## src/rtl/lv_efuse_loader.sv

```systemverilog
// LV efuse loader: reads EFUSE_WORD_NUM words from the efuse macro, mirrors them into the LV
// register bank and qualifies the image. Optional CRC-8 check over the image: LV_EFUSE_CRC_EN.
module lv_efuse_loader #(
  parameter int                  EFUSE_WORD_NUM = 8,
  parameter int                  EFUSE_DW       = 8,
  parameter int                  EFUSE_AW       = 3,
  parameter int                  RD_WAIT_CYC    = 4,
  parameter logic [EFUSE_AW-1:0] REG_BASE_ADDR  = '0
) (
  input  logic                i_clk,
  input  logic                i_rst_n,
  input  logic                i_efuse_load_req,
  output logic                o_efuse_load_done,
  output logic                o_efuse_vld,
  output logic                o_efuse_busy,
  output logic                o_efuse_rd_en,
  output logic [EFUSE_AW-1:0] o_efuse_addr,
  input  logic [EFUSE_DW-1:0] i_efuse_rdata,
  output logic                o_efuse_reg_wr_en,
  output logic [EFUSE_AW-1:0] o_efuse_reg_addr,
  output logic [EFUSE_DW-1:0] o_efuse_reg_wdata
);

  localparam int WW = (RD_WAIT_CYC > 1) ? $clog2(RD_WAIT_CYC) : 1;
  localparam logic [EFUSE_AW-1:0] LAST_WORD = EFUSE_AW'(EFUSE_WORD_NUM - 1);
  localparam logic [WW-1:0]       LAST_WAIT = WW'(RD_WAIT_CYC - 1);

  typedef enum logic [2:0] {IDLE, RD, WAIT, WR, CHK, DONE, REL} state_t;

  state_t              state_q, state_d;
  logic [EFUSE_AW-1:0] cnt_q, cnt_d;
  logic [WW-1:0]       wait_q, wait_d;
  logic [EFUSE_DW-1:0] wdata_q, wdata_d;
  logic                marker_q, marker_d;
  logic                vld_q, vld_d;

`ifdef LV_EFUSE_CRC_EN
  logic [7:0] crc_q, crc_d;

  // CRC-8, poly 0x07, MSB first, one whole byte per call
  function automatic logic [7:0] crc8Step(input logic [7:0] crc, input logic [7:0] data);
    logic [7:0] c;
    c = crc ^ data;
    for (int i = 0; i < 8; i++) begin
      c = c[7] ? ((c << 1) ^ 8'h07) : (c << 1);
    end
    return c;
  endfunction
`endif

  always_ff @(posedge i_clk or negedge i_rst_n) begin
    if (!i_rst_n) begin
      state_q  <= IDLE;
      cnt_q    <= '0;
      wait_q   <= '0;
      wdata_q  <= '0;
      marker_q <= 1'b0;
      vld_q    <= 1'b0;
`ifdef LV_EFUSE_CRC_EN
      crc_q    <= '0;
`endif
    end else begin
      state_q  <= state_d;
      cnt_q    <= cnt_d;
      wait_q   <= wait_d;
      wdata_q  <= wdata_d;
      marker_q <= marker_d;
      vld_q    <= vld_d;
`ifdef LV_EFUSE_CRC_EN
      crc_q    <= crc_d;
`endif
    end
  end

  always_comb begin
    state_d  = state_q;
    cnt_d    = cnt_q;
    wait_d   = wait_q;
    wdata_d  = wdata_q;
    marker_d = marker_q;
    vld_d    = vld_q;
`ifdef LV_EFUSE_CRC_EN
    crc_d    = crc_q;
`endif
    case (state_q)
      IDLE: begin
        if (i_efuse_load_req) begin
          state_d = RD;
          cnt_d   = '0;
          vld_d   = 1'b0;
`ifdef LV_EFUSE_CRC_EN
          crc_d   = '0;
`endif
        end
      end
      RD: begin
        state_d = WAIT;
        wait_d  = '0;
      end
      WAIT: begin
        if (wait_q == LAST_WAIT) begin
          wdata_d = i_efuse_rdata;
          if (cnt_q == '0) marker_d = i_efuse_rdata[EFUSE_DW-1];
          state_d = WR;
        end else begin
          wait_d = wait_q + 1'b1;
        end
      end
      WR: begin
        if (cnt_q == LAST_WORD) begin
          state_d = CHK;
        end else begin
`ifdef LV_EFUSE_CRC_EN
          crc_d   = crc8Step(crc_q, wdata_q[7:0]);
`endif
          cnt_d   = cnt_q + 1'b1;
          state_d = RD;
        end
      end
      CHK: begin
        // wdata_q still holds the last word here, which is the stored CRC
`ifdef LV_EFUSE_CRC_EN
        vld_d   = marker_q & (crc_q == wdata_q[7:0]);
`else
        vld_d   = marker_q;
`endif
        state_d = DONE;
      end
      DONE: state_d = REL;
      REL: begin
        if (!i_efuse_load_req) state_d = IDLE;
      end
      default: state_d = IDLE;
    endcase
  end

  assign o_efuse_rd_en     = (state_q == RD);
  assign o_efuse_addr      = o_efuse_rd_en ? cnt_q : '0;
  assign o_efuse_reg_wr_en = (state_q == WR);
  assign o_efuse_reg_addr  = o_efuse_reg_wr_en ? (cnt_q + REG_BASE_ADDR) : '0;
  assign o_efuse_reg_wdata = o_efuse_reg_wr_en ? wdata_q : '0;
  assign o_efuse_load_done = (state_q == DONE);
  assign o_efuse_busy      = (state_q != IDLE) && (state_q != REL);
  assign o_efuse_vld       = vld_q;

endmodule

```

## config.mk

```make
export PLATFORM = sky130hd
export DESIGN_NAME = lv_efuse_loader
export DESIGN_NICKNAME = d
export VERILOG_FILES = /design/src/rtl/lv_efuse_loader.sv
export SDC_FILE = /design/constraint.sdc
export NUM_CORES = 1
export LEC_CHECK = 0
export ABC_AREA = 1
export ABC_CLOCK_PERIOD_IN_PS = 1700
export BUFFER_PORTS_ARGS = -buffer_cell sky130_fd_sc_hd__buf_2
export CORE_ASPECT_RATIO = 1.1
export CORE_MARGIN = 1
export CORE_UTILIZATION = 50
export CTS_BUF_LIST = sky130_fd_sc_hd__clkbuf_16
export DETAILED_ROUTE_END_ITERATION = 12
export PLACE_DENSITY = 0.79
export RECOVER_POWER = 100
export SYNTH_ARGS = -nofsm -noshare
export SYNTH_HDL_FRONTEND = slang
export SYNTH_SLANG_ARGS = --single-unit
```

## constraint.sdc

```tcl
create_clock -name i_clk -period 1.7 [get_ports i_clk]
set_input_delay 0.255 -clock i_clk [delete_from_list [all_inputs] [get_ports i_clk]]
set_output_delay 0.255 -clock i_clk [all_outputs]
set_load 0.05 [all_outputs]
```

==> flow_summary.toml <==
[outcome]
outcome = "finished, final reports clean"

[cts]
cts_tree = "done"
clockBufferDepth = 2
clk_latency_ns = 0.25
clock-root-buffer = "clkbuf_16"
cts.htree.levels = 1
cts.sinks = 18
cts_inserted_buffers = 3
path_clk_slew_ns = 0.05

[drt]
wl_per_cell_um = 12.9
drt-total-wl_mm = 2.47
postRouteAntennaNets = 0
route.detailed.drc = 0
viasPerCell = 5.13
vias = 984
firstDrtPassIters = 4
drtIter0Drc = 23

[floorplanning]
start_util_pct = 55.1
fp.dieH_um = 49.2
core_um2 = 1840
row_count = 16
die_w_um = 45.0
die_area_um2 = 2210
num_io_pins = 30

[finish]
diodes = 0
mostFrequentLayoutCell = "nand2_1"
area_delta_synth_final_pct = 33.5
fin_area_um2 = 1360
nets = 181
final_cell_mix = "nand2_1 (28), nor2_1 (19), inv_1 (17), dfrtp_1 (17), buf_2 (17)"
fillers = 148
drive_gt1_share_pct = 30.3

[power_and_ir_drop]
p_leak_uw = 0.000744
p_per_area_nw_per_um2 = 1980
ir_drop_v = 0.00159

[sta]
timing.hold.ws_ns = 0.214
setup-tns-final_ns = 0
finClkSkew_ns = 0.00153
max_slew_margin_pct = 34.4
tightest_slew_ns = 0.984
fin_crit_ns = 1.69
finalSetupViolations = 0
post-route-worst-setup-slack_ns = 0.00584
hold_viol_final = 0
drv_slew = 0
finalCritPeriodShare_pct = 99.7
max_freq_mhz = 590

[worst_setup_path]
critical_path_peak_fanout = 7
start_kind = "register"
end_kind = "primary output"
cp_data_required_time_ns = 1.44
worst-setup-path-type = "reg -> out"
cp.arrival_ns = 1.44

[grt]
grt_pass1_wl_mm = 3.70
grt_max_degree = 19
globalRouteTotalUtil_pct = 22.6
first_global_vias = 885
antenna_found_initial = 0
overflow = 0

[min_path]
worstHoldPathType = "in -> reg"

[place]
post_dp_cell_area_um2 = 1210
port_buffers = 29
dpl.hpwl_mm = 1.60
place_worst_setup_slack_ns = 0.170
gp_congestion = 0.832

[yosys]
postSynthAreaPerCell_um2 = 7.87
yosysTopAreaCell = "dfrtp_1"
ys_ff_latch = 18
synthCells = 129
yosys_warnings = 0
synth_cell_types = 20
synth_area_um2 = 1010
synth_top_area_share_pct = 44.4
synth.area.top_cells = "dfrtp_1 (44%), nand2_1 (10%), nor2_1 (8.9%)"
yosysSeqAreaShare_pct = 44.4
syn-num-nets = 144

[run]
drv_cap = 0
[critical path, stage by stage (launching register included)]
cell and delay [ns]:
dfrtp_1 0.39, buf_4 0.17, nor2_2 0.17, nand2_1 0.13, o21a_1 0.14, buf_4 0.19
[cells by family after synthesis]
logic type	count (synthesis)	share of synthesized area, %
DFF	18	44.4
adders and majority gates	4	4.93
AOI/OAI and AO/OA	14	7.40
buffers and inverters	23	10.4
and+or+nand+nor	70	32.9
[cell usage after synthesis (all sizes together)]
cell,count
o21a,1
nand4,7
and2,1
nand2,29
dfrtp,18
inv,20
o211ai,1
buf,3
nand3,8
ha,4
o21ai,12
nor2,25
[sequential cells by signal, summed over array words and instances (netlist names)]
register     cells
wait_q           2
cnt_q            3
marker_q         1
state_q          3
o_efuse_vld      1
wdata_q          8
[stage by stage]
step	util [%]	power, µW	std cells
after CTS	70.9	2570	189
after floorplan	-	1780	129
final	73.6	2680	192
after detailed placement	65.5	2060	184
after global placement	65.5	2020	184
after global routing	73.6	2830	192
[report_power, final]
group | switching, µW | internal (µW)
Combinational | 1120 | 438
Sequential | 90.4 | 559
Clock | 160 | 313
[timing repair]
item	in CTS	in global routing
setup buffers	0	3
gates resized for setup	3	14
hold endpoints to repair	18	0
hold buffers	1	0
pin swaps	0	1
cloned	0	0
endpoints found under the setup margin	13	14
[path summary, 6_finish.rpt]
path                       cells after the start  slack (ns)                      end                     from
setup reg to reg                               5        0.26    wait_q[0]$_DFFE_PN0P_    wait_q[0]$_DFFE_PN0P_
hold / removal                                 3        0.21   wdata_q[0]$_DFFE_PN0P_         i_efuse_rdata[0]
max in group asynchronous                      2        0.35   state_q[0]$_DFFE_PN0P_                  i_rst_n
min in group asynchronous                      2        0.69   state_q[2]$_DFFE_PN0P_                  i_rst_n
hold reg to reg                                2        0.47  o_efuse_vld$_DFFE_PN0P_  o_efuse_vld$_DFFE_PN0P_
setup / recovery                               5       0.006             o_efuse_busy   state_q[1]$_DFFE_PN0P_
[final cells by class]
type / count / area [µm²] / share of cell area, %
flip-flops and latches: 18 / 452 / 33.3
well taps: 27 / 33.8 / 2.49
multi-input cells: 88 / 494 / 36.5
clock buffers: 3 / 75.1 / 5.54
clock inverters: 1 / 3.75 / 0.277
repair buffers: 35 / 219 / 16.2
inverters: 20 / 77.6 / 5.72
[layer usage]
| layer | track usage (%) | vias to the layer above | part of all wire, % |
|---|---|---|---|
| li1 | - | 484 | - |
| met1 | 28.4 | 454 | 42 |
| met2 | 38.2 | 36 | 51 |
| met3 | 3.70 | 10 | 3.8 |
| met4 | 7.58 | 0 | 3.0 |
| met5 | 0 | - | 0 |
No activity file was read; power rests on OpenSTA's default activity.
